===== config.mk =====
export PLATFORM = sky130hd
export DESIGN_NAME = i2s_rx_frame
export DESIGN_NICKNAME = d
export VERILOG_FILES = /design/src/rtl/i2s_rx_frame.sv
export SDC_FILE = /design/constraint.sdc
export NUM_CORES = 1
export LEC_CHECK = 0
export ABC_AREA = 0
export CORE_UTILIZATION = 50
export CTS_CLUSTER_DIAMETER = 80
export DETAILED_ROUTE_END_ITERATION = 7
export PLACE_DENSITY = 0.8
export SLEW_MARGIN = 20
export SYNTH_ARGS = -nofsm -noshare
export SYNTH_HDL_FRONTEND = slang
export SYNTH_SLANG_ARGS = --single-unit

===== constraint.sdc =====
create_clock -name sck -period 2.94 [get_ports sck]
set_input_delay 0.294 -clock sck [delete_from_list [all_inputs] [get_ports sck]]
set_output_delay 0.294 -clock sck [all_outputs]
set_load 0.1 [all_outputs]

===== src/rtl/i2s_rx_frame.sv =====
// I2S receiver: deserialises left/right slots and queues {left, right} frames in a small FIFO.
// Define I2S_RX_PEAK_EN to build the per-channel magnitude peak hold; otherwise the peak ports read 0.
module i2s_rx_frame #(
    parameter int WIDTH = 24,
    parameter int DEPTH = 2
) (
    input  logic             sck,
    input  logic             reset,
    input  logic             ws,
    input  logic             sd,
    input  logic             frame_ready,
    input  logic             ovf_clr,
    input  logic             peak_clr,
    output logic [WIDTH-1:0] left_data,
    output logic [WIDTH-1:0] right_data,
    output logic             frame_valid,
    output logic             sync_ok,
    output logic             overflow,
    output logic [WIDTH-1:0] peak_left,
    output logic [WIDTH-1:0] peak_right
);
    localparam int CW = $clog2(WIDTH + 1);
    localparam int AW = (DEPTH > 1) ? $clog2(DEPTH) : 1;
    localparam logic [CW-1:0] BIT_ONE  = CW'(1);
    localparam logic [CW-1:0] BIT_END  = CW'(WIDTH);
    localparam logic [AW-1:0] PTR_ONE  = AW'(1);
    localparam logic [AW:0]   CNT_ONE  = (AW+1)'(1);
    localparam logic [AW:0]   CNT_FULL = (AW+1)'(DEPTH);

    genvar gi;

    logic             ws_d_reg;
    logic [CW-1:0]    bit_cnt_reg;
    logic [WIDTH-1:0] shift_reg;
    logic [WIDTH-1:0] word_next;
    logic             sync_reg;
    logic             slot_edge;
    logic             take_bit;
    logic             commit;

    logic [WIDTH-1:0] left_hold_reg;
    logic             left_valid_reg;
    logic             push_pend_reg;
    logic [WIDTH-1:0] push_l_reg;
    logic [WIDTH-1:0] push_r_reg;

    logic [WIDTH-1:0] mem_l [DEPTH];
    logic [WIDTH-1:0] mem_r [DEPTH];
    logic [AW-1:0]    wr_ptr_reg;
    logic [AW-1:0]    rd_ptr_reg;
    logic [AW:0]      count_reg;
    logic             ovf_reg;
    logic             pop;
    logic             full;
    logic             push;
    logic             drop;

    assign slot_edge = (ws != ws_d_reg);
    assign take_bit  = (bit_cnt_reg < BIT_END);
    // Words are only trusted once a 1->0 edge has marked the start of a left slot.
    assign commit    = slot_edge && sync_reg;

    // word_next is the shift register with the current sample dropped into its MSB-first slot;
    // once WIDTH bits are in, the counter stops matching and later bits fall away.
    generate
        for (gi = 0; gi < WIDTH; gi++) begin : g_bit
            assign word_next[gi] = (bit_cnt_reg == CW'(WIDTH - 1 - gi)) ? sd : shift_reg[gi];
        end
    endgenerate

    always_ff @(posedge sck or negedge reset) begin
        if (!reset) begin
            ws_d_reg    <= 1'b0;
            bit_cnt_reg <= BIT_END;
            shift_reg   <= '0;
            sync_reg    <= 1'b0;
        end else begin
            ws_d_reg <= ws;
            if (slot_edge) begin
                bit_cnt_reg <= '0;
                shift_reg   <= '0;
                if (ws_d_reg && !ws) begin
                    sync_reg <= 1'b1;
                end
            end else begin
                shift_reg <= word_next;
                if (take_bit) begin
                    bit_cnt_reg <= bit_cnt_reg + BIT_ONE;
                end
            end
        end
    end

    // At a slot edge ws_d still holds the ending slot's channel.
    always_ff @(posedge sck or negedge reset) begin
        if (!reset) begin
            left_hold_reg  <= '0;
            left_valid_reg <= 1'b0;
            push_pend_reg  <= 1'b0;
            push_l_reg     <= '0;
            push_r_reg     <= '0;
        end else begin
            push_pend_reg <= 1'b0;
            if (commit) begin
                if (!ws_d_reg) begin
                    left_hold_reg  <= word_next;
                    left_valid_reg <= 1'b1;
                end else if (left_valid_reg) begin
                    push_pend_reg  <= 1'b1;
                    push_l_reg     <= left_hold_reg;
                    push_r_reg     <= word_next;
                    left_valid_reg <= 1'b0;
                end
            end
        end
    end

    assign frame_valid = (count_reg != '0);
    assign pop         = frame_valid && frame_ready;
    assign full        = (count_reg == CNT_FULL);
    assign push        = push_pend_reg && (!full || pop);
    assign drop        = push_pend_reg && full && !pop;

    always_ff @(posedge sck or negedge reset) begin
        if (!reset) begin
            wr_ptr_reg <= '0;
            rd_ptr_reg <= '0;
            count_reg  <= '0;
            ovf_reg    <= 1'b0;
        end else begin
            if (push) begin
                wr_ptr_reg <= wr_ptr_reg + PTR_ONE;
            end
            if (pop) begin
                rd_ptr_reg <= rd_ptr_reg + PTR_ONE;
            end
            case ({push, pop})
                2'b10:   count_reg <= count_reg + CNT_ONE;
                2'b01:   count_reg <= count_reg - CNT_ONE;
                default: count_reg <= count_reg;
            endcase
            if (drop) begin
                ovf_reg <= 1'b1;
            end else if (ovf_clr) begin
                ovf_reg <= 1'b0;
            end
        end
    end

    always_ff @(posedge sck) begin
        if (push) begin
            mem_l[wr_ptr_reg] <= push_l_reg;
            mem_r[wr_ptr_reg] <= push_r_reg;
        end
    end

    assign left_data  = frame_valid ? mem_l[rd_ptr_reg] : '0;
    assign right_data = frame_valid ? mem_r[rd_ptr_reg] : '0;
    assign sync_ok    = sync_reg;
    assign overflow   = ovf_reg;

`ifdef I2S_RX_PEAK_EN
    localparam logic [WIDTH-1:0] MOST_NEG = {1'b1, {(WIDTH-1){1'b0}}};

    // Two's-complement magnitude; the most negative code saturates to the largest positive one.
    function automatic logic [WIDTH-1:0] magnitude(input logic [WIDTH-1:0] s);
        if (!s[WIDTH-1]) begin
            return s;
        end
        if (s == MOST_NEG) begin
            return ~MOST_NEG;
        end
        return -s;
    endfunction

    generate
        for (gi = 0; gi < 2; gi++) begin : g_peak
            logic [WIDTH-1:0] peak_reg;
            logic [WIDTH-1:0] mag;
            assign mag = magnitude((gi == 0) ? push_l_reg : push_r_reg);
            always_ff @(posedge sck or negedge reset) begin
                if (!reset) begin
                    peak_reg <= '0;
                end else if (peak_clr) begin
                    peak_reg <= '0;
                end else if (push && (mag > peak_reg)) begin
                    peak_reg <= mag;
                end
            end
        end
    endgenerate

    assign peak_left  = g_peak[0].peak_reg;
    assign peak_right = g_peak[1].peak_reg;
`else
    logic unused_peak_clr;
    assign unused_peak_clr = peak_clr;
    assign peak_left       = '0;
    assign peak_right      = '0;
`endif

endmodule


**Word-level counts from Yosys, hierarchy flattened**

Memories as Yosys holds them, arrays and structs flattened.
Cells that the tools add are included.

- Memory bits (writable): 96
- Register bits after elaboration: 110
- Memories: 2

Memory list:

| memory | depth | bits a word | read ports | clocked after Yosys merged registers in | wr ports | line | text |
|---|---|---|---|---|---|---|---|
| mem_l | 2 | 24 | 1 | 0 | 1 | 47 | `logic [WIDTH-1:0] mem_l [DEPTH];` |
| mem_r | 2 | 24 | 1 | 0 | 1 | 48 | `logic [WIDTH-1:0] mem_r [DEPTH];` |

- Equal/unequal tests: 27
- $add $sub $neg: 5
- Bitwise gates (word level): 1
- Mux-type cells: 38
- Order comparisons: 1
- Reduce and logical (&&, ||, !) cells: 18

Operator list:

| operator | number |
|---|---|
| $mux 24 | 3 |
| $eq 5x4->1 const B | 8 |
| $eq 5x5->1 const B | 8 |
| $mux 1 | 32 |
| $eq 5x3->1 const B | 4 |
| $eq 5x2->1 const B | 2 |
| $mux 5 | 2 |
| $reduce_bool 2->1 | 4 |
| $logic_and 1x1->1 | 6 |
| $add 5x1->5 const B | 1 |
| $eq 5x1->1 const B | 1 |
| $logic_not 5->1 | 1 |
| $lt 5x5->1 const B | 1 |
| $eq 2x2->1 const B | 2 |
| $pmux 2 s2 | 1 |
| $reduce_and 2->1 | 2 |
| $logic_not 1->1 | 3 |
| $reduce_and 3->1 | 1 |
| $add 1x1->1 const B | 2 |
| $add 2x1->2 const B | 1 |
| $eq 2x1->1 const B | 1 |
| $sub 2x1->2 const B | 1 |
| $logic_or 1x1->1 | 1 |
| $ne 1x1->1 | 1 |
| $not 1->1 | 1 |

**Longest topological paths before layout**

Gate-level depths: netlist of run 1.

- Word-level depth: 6
- Depth in mapped cells: 7

**Worst setup path before layout of run 1**

No wires, ideal clock.

- Kind: reg2reg
- Start point: reg count_reg[0]
- End point: mem mem_l[0][0], enable pin
- Arrival: 2,643 ps
- Buffers on the path: 0
- Setup slack: -157 ps
- Stages on the path, launching flop included: 4
- Cell sequence: dfrtp_1 nand2b_1 o21ai_1 nor2_1

- Longest elaborated chain between the ends: 6
- Elaborated cells on any way between the ends: 8

RTL lines:

| what | line | text |
|---|---|---|
| from (decl) | 51 | `logic [AW:0] count_reg;` |
| from (signal assigned) | 138 | `2'b10: count_reg <= count_reg + CNT_ONE;` |
| from (signal assigned) | 139 | `2'b01: count_reg <= count_reg - CNT_ONE;` |
| from (signal assigned) | 140 | `default: count_reg <= count_reg;` |
| $eq 2x2->1 / $reduce_bool 2->1 (equally long branches) | 120, 118 |  |
| $logic_not 1->1 / $logic_and 1x1->1 (equally long branches) | 121, 119 |  |
| $logic_or 1x1->1 (*) | 121 | `assign push = push_pend_reg && (!full \|\| pop);` |
| $logic_and 1x1->1 (*) | 121 |  |
| $mux 1 (*) | 151 | `if (push) begin` |
| $mux 1 (implied by the code) (*) | 152 | `mem_l[wr_ptr_reg] <= push_l_reg;` |
| to (decl) | 47 |  |

Mark *: on every way between the ends. The rest lies on a longest branch, timed or not.

**Worst setup path in the final report of run 1**

- Start point: reg rd_ptr_reg
- End point: out right_data[11]

- Longest elaborated chain between the ends: 2

RTL lines:

| what | line | text |
|---|---|---|
| from (decl) | 50 | `logic [AW-1:0] rd_ptr_reg;` |
| from (signal assigned) | 135 | `rd_ptr_reg <= rd_ptr_reg + PTR_ONE;` |
| $mem_v2 2x24 | n/a |  |
| $mux 24 | 158 | `assign right_data = frame_valid ? mem_r[rd_ptr_reg] : '0;` |
| to (decl) | 15 | `output logic [WIDTH-1:0] right_data,` |

No other way between the ends.

==> impl_metrics.toml, run 1 <==
[synthesis]
avgSynthCellArea_sq_um = 13.7
synth_warnings = 0
async_flop_share = 0.534
synth-edff-count = 96
yosysTopAreaCell = "edfxtp_1"
ys_ff_latch = 206
synth_top_flop_cell = "dfrtp_1"
syn_inst = 632
yosysSeqAreaShare = 0.653
synth_top_area_share = 0.334
ys_types = 40
ys_top_cells_by_area = "edfxtp_1 33%, dfrtp_1 31%, mux2i_1 8.5%"
syn-cell-area_sq_um = 8640

[finish]
reg_top3 = "mem_l: 48 flops, mem_r: 48 flops"
final_cell_mix = "107 x dfrtp_1, 96 x edfxtp_1, 73 x mux2i_1, 73 x nor2_1, 60 x buf_4"
layout.cells.non_filler = 919
final_common_cell = "dfrtp_1"
post-route-util = 0.588
design_area_sq_um = 9820
drive_above_1_share = 0.177
fillCellCount = 1266
final_nets = 698
area_growth_pct = 13.7
n_antenna_cell = 0

[die]
row_count = 47
io_pins = 106
die_height_um = 133
die_x_um = 133
core_area_sq_um = 16700
start_util = 0.517
die_area_sq_um = 17800

[cts]
cts_buffer_depth = 3
path_clk_slew_ns = 0.06
clk_latency_ns = 0.48
cts.repair.resized = 0
cts_inserted_buffers = 20
cts_tree = "yes"
cts_htree_levels = 1
root_buffer = "clkbuf_16"
cts.sinks = 206

[power_and_ir_drop]
power_density_nw_per_um2 = 885
p_leak_nw = 4.14
ir_drop_v = 0.000590

[setup_path]
rr_endpoint = "push_r_reg[13]"
cp_slowest_cell = "dfrtp_2"
required_ns = 2.65
r2r-start = "bit_cnt_reg[2]"
crit_arrival_ns = 2.19
cp-end-kind = "output port"
crit_type = "reg2out"
cp_cell_sequence = "buf_12 > mux2i_1 > nor2_1 > buf_4"
start_kind = "flop"
critical_path.max_fanout = 29
reg2reg_depth = 4
r2r_slack_ns = 0.89
slowest_delay_ns = 0.78

[drt]
wl_met3_um = 657
wl_met2_um = 7460
viasPerCell = 5.06
drcViolationCount = 0
top_layer = "met4"
wl_per_cell_um = 16.0
firstDrtPassIters = 4
wl_um = 14700
ant_nets = 0
drtIter0Drc = 244
vias = 4650
wl_met1_um = 6370

[placed_design]
port_buffers = 56
placed_cell_area_sq_um = 9110
dpl.cell_count = 882
post-dp-hpwl_um = 9290
dp_slack_ns = 0.685
gp_congestion = 0.788

[sta]
period_minus_slack_ns = 2.48
fmax_ghz = 0.403
drv_slew = 0
fin_ws_ns = 0.458
tightestPinTransition_ns = 0.904
rsz0062_at_grt = "no"
setup_tns_ns = 0
max_slew_margin = 0.395
finalCritPeriodShare = 0.844
setup_viol = 0
hold_viol_final = 0
fin_skew_ns = 0.0157

[worst_hold_path]
min_path_type = "in2reg"
hold_path.startpoint = "ws"
whs_path_depth = 1
whs_endpoint = "ws_d_reg"

[global_routing]
first_global_vias = 4781
grt_max_degree = 74
globalRouteOverflowTotal = 0
antenna_found_initial = 0
gr-usage-all-layers = 0.169
grt_pass1_wl_um = 24100

[status]
status = "complete, no violations"

[flow_run]
max_cap_violations = 0
## critical path: cells and delay by family, from the launching register on
kind                   cells  cell delay [ns]
flip-flops                 1             0.78
buffers and inverters      2             0.62
AND/OR/NAND/NOR            1             0.16
multiplexers               1             0.11
## synth_stat cells (2+ instances only)
cell,number
nor3b_1,2
and2_1,2
nor2b_1,25
edfxtp_1,96
and4bb_2,7
inv_1,9
o21ai_1,12
dfrtp_1,108
a21oi_1,24
nand3_1,2
buf_4,54
nand4b_1,8
nand2b_1,3
a21boi_0,3
nand2_1,29
mux2_2,8
nor2_1,76
dfstp_2,2
mux2_1,16
and4bb_1,4
o21ai_0,14
mux2i_1,73
ha_1,6
xnor2_1,3
clkbuf_1,10
nor4b_4,4
buf_6,5
buf_2,15
## where the power goes
group / internal [W] / switching [W]
Combinational: 0.000630 / 0.00155
Clock: 0.00164 / 0.00103
Sequential: 0.00352 / 0.000316
## what timing repair did
item / 4_1_cts / 5_1_grt
endpoints found under the hold margin: 47 / 0
hold buffers: 1 / 0
setup buffers: 0 / 0
## layer usage
metal / vias up / GRT usage
met5: - / 0
met4: 0 / 0.0398
met3: 21 / 0.0301
met2: 111 / 0.297
met1: 2302 / 0.216
li1: 2216 / -
## worst max-delay path by stage
stage / from / to / cells after the start
after detailed placement: frame_ready / mem_r[1][11] / 4
after floorplan: count_reg[0] / mem_l[0][0] / 3
after global routing: rd_ptr_reg / right_data[10] / 4
after global placement: ws / push_l_reg[0] / 6
after CTS: rd_ptr_reg / right_data[10] / 4
final: rd_ptr_reg / right_data[11] / 4
## cell families (layout without fill, tap and decap cells)
kind of cell             after synthesis  count (layout)  synth area share
XOR/XNOR                               4               4           0.00406
AND/OR/NAND/NOR                      167             167             0.112
adder cells (fa/ha/maj)                6               6           0.00869
other                                  1              48          0.000434
buffers and inverters                 94             114            0.0708
multiplexers                          97              97             0.116
flip-flops                           206             206             0.653
AO/OA/AOI/OAI                         57              57            0.0352
## per-stage QoR
step           hold WS, ns  total power, W
6_report             0.301         0.00869
2_1_floorplan     -0.00159         0.00566
4_1_cts              0.296         0.00875
5_1_grt              0.284         0.00902
3_5_place_dp         0.380         0.00609
3_3_place_gp         0.367         0.00601
## layout make-up
cell class / instances / area [sq um] / share of cell area
flip-flops and latches: 206 / 5640 / 0.574
well taps: 220 / 275 / 0.0280
clock inverters: 9 / 121 / 0.0124
multi-input cells: 379 / 2590 / 0.264
inverters: 9 / 33.8 / 0.00344
clock buffers: 27 / 578 / 0.0589
repair buffers: 69 / 581 / 0.0591
Note: power is estimated with default switching activity, not from simulation.
==> inputs of run 2 (changes only) <==
==> constraint.sdc (replaced) <==
create_clock -name sck -period 2.2 [get_ports sck]
set_input_delay 0.22 -clock sck [delete_from_list [all_inputs] [get_ports sck]]
set_output_delay 0.22 -clock sck [all_outputs]
set_load 0.1 [all_outputs]
==> run 2 against run 1 <==
Net effect: sequential power grew 32%; register-to-register slack lost 0.61 ns; total power grew 34%; setup slack lost 0.30 ns; routed wire length grew 2.7%; combinational power grew 61%; clock-buffer cell count grew 5; final cell count grew 0.44%; sequential cell count is the same; critical endpoint unchanged; largest cell class unchanged; largest power group unchanged.
==> impl_metrics.toml, run 2 (same netlist as run 1, synthesis figures left out) <==
[placed_design]
post-dp-hpwl_um = 9800
gp_congestion = 0.744
port_buffers = 56
placed_cell_area_sq_um = 9870

[die]
die_height_um = 133
die_area_sq_um = 17800
die_x_um = 133
io_pins = 106
row_count = 47
start_util = 0.517
core_area_sq_um = 16700

[sta]
hold_viol_final = 0
fmax_ghz = 0.491
drv_slew = 0
fin_skew_ns = 0.0198
finalCritPeriodShare = 0.926
max_slew_margin = 0.638
setup_tns_ns = 0
setup_viol = 0
period_minus_slack_ns = 2.04
hold_ws_ns = 0.213
tightestPinTransition_ns = 0.543
rsz0062_at_grt = "no"

[drt]
drtIter0Drc = 291
drcViolationCount = 0
viasPerCell = 5.14
wl_um = 15100
vias = 4746
firstDrtPassIters = 4
wl_per_cell_um = 16.3
ant_nets = 0

[setup_path]
crit_arrival_ns = 1.82
start_kind = "flop"
r2r-start = "bit_cnt_reg[0]"
cp-startpoint = "rd_ptr_reg"
required_ns = 1.98
critical_path.max_fanout = 31
cp-end-kind = "output port"
crit_type = "reg2out"

[finish]
design_area_sq_um = 10500
reg_top3 = "mem_l: 48 flops, mem_r: 48 flops"
area_growth_pct = 21.3
fillCellCount = 1184
final_cell_mix = "107 x dfrtp_1, 96 x edfxtp_1, 73 x mux2i_1"
final_common_cell = "dfrtp_1"
drive_above_1_share = 0.228
final_nets = 703
n_antenna_cell = 0

[global_routing]
gr-usage-all-layers = 0.175
antenna_found_initial = 0
first_global_vias = 4835
globalRouteOverflowTotal = 0
grt_max_degree = 74
grt_pass1_wl_um = 24600

[cts]
cts_inserted_buffers = 19
path_clk_slew_ns = 0.06
cts.sinks = 206
cts_tree = "yes"
cts_buffer_depth = 3
root_buffer = "clkbuf_16"
cts_htree_levels = 1
clk_latency_ns = 0.49
post-cts-setup-buffers = 0

[power_and_ir_drop]
power_frac_comb = 0.301
p_leak_nw = 4.25
power_w = 0.0117
ir_drop_v = 0.000689
internal-power_w = 0.00768
pwr-share-clk = 0.266
swShare = 0.341
power_frac_seq = 0.434
switchingPower_w = 0.00398
power_density_nw_per_um2 = 1110

[flow_run]
max_cap_violations = 0

[status]
status = "complete, no violations"

[worst_hold_path]
hold_path.startpoint = "ws"
min_path_type = "in2reg"
-- run 2: changes by cell type in the layout (fill, tap and decap cells not counted), sizes merged --
cell,previous run,this run
buf,64,70
clkbuf,27,32
clkinv,5,1
bufinv,3,0
-- run 2: layout make-up --
cell class	instances	area [sq um]	share of cell area
tap	220	275	0.0263
inverter	9	33.8	0.00322
clock buffer	32	576	0.0549
sequential	206	5640	0.538
clock inverter	2	13.8	0.00131
timing repair buffer	75	1260	0.120
multi-input combinational	379	2680	0.256
-- run 2: power by group through the flow --
stage / clock network [W] / logic [W] / registers, W
CTS: 0.00316 / 0.00354 / 0.00506
global placement: 0 / 0.00343 / 0.00507
finish: 0.00310 / 0.00351 / 0.00506
detailed placement: 0 / 0.00352 / 0.00513
global route: 0.00332 / 0.00368 / 0.00511
floorplan: 0 / 0.00268 / 0.00497
-- run 2: path summary, 6_finish.rpt --
path | depth (start not counted) | endpoint | slack [ns]
max | 4 | right_data[11] | 0.16
min | 1 | ws_d_reg | 0.21
max reg2reg | 5 | push_r_reg[7] | 0.28
min reg2reg | 0 | mem_r[0][0] | 0.47
max in group asynchronous | 3 | bit_cnt_reg[3] | 1.22
min in group asynchronous | 2 | wr_ptr_reg | 0.25
-- run 2: metal layers --
| layer | GRT usage | share of wire | vias up |
|---|---|---|---|
| met5 | 0 | 0 | - |
| met2 | 0.314 | 0.54 | 108 |
| met3 | 0.0217 | 0.033 | 29 |
| met4 | 0.0758 | 0.025 | 0 |
| met1 | 0.211 | 0.40 | 2395 |
| li1 | - | - | 2214 |
-- run 2: what timing repair did --
item	in CTS	in global routing
hold endpoints to repair	39	0
gates resized for setup	1	1
setup endpoints to repair	1	1
hold buffers	1	0
-- run 2: worst max-delay path: stages, from the launching register on --
cell	delay [ns]
dfrtp_2	0.38
buf_6	0.33
mux2i_1	0.29
nor2_1	0.10
buf_12	0.19
-- run 2: metrics by stage --
stage	worst slack, ns	utilization	cells
CTS	0.0729	0.627	923
global route	0.0674	0.627	923
floorplan	-0.130	-	679
detailed placement	0.113	0.591	888
global placement	0.204	0.591	888
finish	0.163	0.627	923
==> inputs of run 3 (changes only) <==
--- a/config.mk
+++ b/config.mk
@@ -9,7 +9,7 @@
 export CORE_UTILIZATION = 50
 export CTS_CLUSTER_DIAMETER = 80
 export DETAILED_ROUTE_END_ITERATION = 7
-export PLACE_DENSITY = 0.8
+export PLACE_DENSITY = 0.88
 export SLEW_MARGIN = 20
 export SYNTH_ARGS = -nofsm -noshare
 export SYNTH_HDL_FRONTEND = slang
==> run 3 against run 2 <==
Net effect: die area unchanged; register-to-register slack got worse by 0.02 ns; non-clock buffer count down 2; global-route usage grew 1.0 points; sequential share of layout area shrank 0.48 points; clock skew decreased by 0.0084 ns; core utilization grew 0.56 points; routed wire length grew 4.6%; final cell count unchanged; first-iteration DRC count up 4.5%; hold slack worse by 0.010 ns; largest cell class unchanged; largest power group unchanged; highest routed layer unchanged.
==> impl_metrics.toml, run 3 (same netlist as run 1, synthesis figures left out) <==
[power_and_ir_drop]
ir_drop_v = 0.00121
p_leak_nw = 4.30
power_w = 0.0121
power_density_nw_per_um2 = 1140

[cts]
cts.sinks = 206
cts_tree = "yes"
post-cts-setup-buffers = 0
cts_inserted_buffers = 20
cts.repair.resized = 0
root_buffer = "clkbuf_16"
cts_htree_levels = 1
clk_latency_ns = 0.49
path_clk_slew_ns = 0.07
cts_buffer_depth = 3

[drt]
viasPerCell = 5.23
wl_per_cell_um = 17.1
drcViolationCount = 0
wl_um = 15800
ant_nets = 0
firstDrtPassIters = 4
drtIter0Drc = 304
vias = 4826

[global_routing]
antenna_found_initial = 0
grt_pass1_wl_um = 26000
globalRouteOverflowTotal = 0
grt_max_degree = 74
first_global_vias = 5037
gr-usage-all-layers = 0.185

[finish]
final_cell_mix = "107 x dfrtp_1, 96 x edfxtp_1, 73 x mux2i_1"
area_growth_pct = 22.4
post-route-util = 0.633
n_antenna_cell = 0
drive_above_1_share = 0.232
final_common_cell = "dfrtp_1"
reg_top3 = "mem_l: 48 flops, mem_r: 48 flops"
fillCellCount = 1162
design_area_sq_um = 10600
final_nets = 702

[status]
status = "complete, no violations"

[setup_path]
cp_cell_sequence = "nor2_4 > buf_4 > nor2_1 > buf_12"
crit_arrival_ns = 1.85
start_kind = "flop"
crit_family = "buffers and inverters"
crit_buf_inv = 2
cp_slowest_cell = "dfrtp_1"
slowest_delay_ns = 0.47
required_ns = 1.98
crit_type = "reg2out"
critical_path.max_fanout = 24
cp-end-kind = "output port"

[sta]
setup_viol = 0
hold_ws_ns = 0.202
drv_slew = 0
hold_viol_final = 0
tightestPinTransition_ns = 0.613
finalCritPeriodShare = 0.940
max_slew_margin = 0.591
fmax_ghz = 0.484
rsz0062_at_grt = "no"
fin_skew_ns = 0.0114
period_minus_slack_ns = 2.07

[placed_design]
post-dp-hpwl_um = 10100
placed_cell_area_sq_um = 9880
port_buffers = 56
gp_congestion = 0.778

[die]
start_util = 0.517
row_count = 47
io_pins = 106
die_x_um = 133
die_area_sq_um = 17800
core_area_sq_um = 16700
die_height_um = 133

[flow_run]
max_cap_violations = 0

[worst_hold_path]
min_path_type = "in2reg"
-- run 3: cell count changes in the layout (fill, tap and decap cells not counted), sizes merged --
cell | previous run | this run
clkbuf | 32 | 27
bufinv | 0 | 3
clkinv | 1 | 4
buf | 70 | 68
clkinvlp | 0 | 1
-- run 3: worst paths after layout --
kind / endpoint / depth (start not counted) / start / slack (ns)
min: ws_d_reg / 1 / ws / 0.20
min in group asynchronous: push_l_reg[4] / 2 / reset / 0.28
max in group asynchronous: bit_cnt_reg[4] / 3 / reset / 1.24
max: right_data[5] / 4 / count_reg[1] / 0.13
min reg2reg: mem_r[0][8] / 0 / push_r_reg[8] / 0.47
max reg2reg: push_r_reg[7] / 5 / bit_cnt_reg[0] / 0.26
-- run 3: where the power goes --
part / switching (W) / total (W) / internal, W
Sequential: 0.000345 / 0.00505 / 0.00470
Clock: 0.00137 / 0.00351 / 0.00214
Combinational: 0.00234 / 0.00354 / 0.00120
-- run 3: worst reg2reg max path, delay by kind of cell (launching register included) --
family	cells	cell delay, ns
DFF	1	0.43
muxes	1	0.41
adders and majority gates	1	0.35
and+or+nand+nor	1	0.35
buffers and inverters	1	0.14
AOI/OAI and AO/OA	1	0.13
-- run 3: repair_timing --
| action | in CTS | in global routing |
|---|---|---|
| endpoints found under the hold margin | 42 | 0 |
| setup endpoints to repair | 0 | 0 |
| hold buffers | 1 | 0 |
-- run 3: metal layers --
| metal | part of all wire | routed length (um) | up-vias | track usage |
|---|---|---|---|---|
| met3 | 0.046 | 721 | 32 | 0.0331 |
| met5 | 0 | 0 | - | 0 |
| met1 | 0.39 | 6220 | 2434 | 0.229 |
| met2 | 0.54 | 8500 | 144 | 0.330 |
| met4 | 0.021 | 329 | 0 | 0.0562 |
| li1 | - | - | 2216 | - |
-- run 3: stage by stage --
stage,setup TNS [ns],setup slack [ns],instances
after floorplan,-0.670,-0.130,679
after global placement,0,0.145,886
after detailed placement,0,0.0639,886
after CTS,0,0.111,923
after global routing,0,0.0704,923
final,0,0.132,923
-- run 3: layout make-up --
type / instances / area (sq um) / area share
inverter: 9 / 33.8 / 0.00320
multi-input combinational: 379 / 2680 / 0.254
clock inverter: 9 / 123 / 0.0116
tap: 220 / 275 / 0.0260
clock buffer: 27 / 558 / 0.0528
timing repair buffer: 73 / 1260 / 0.119
sequential: 206 / 5640 / 0.533
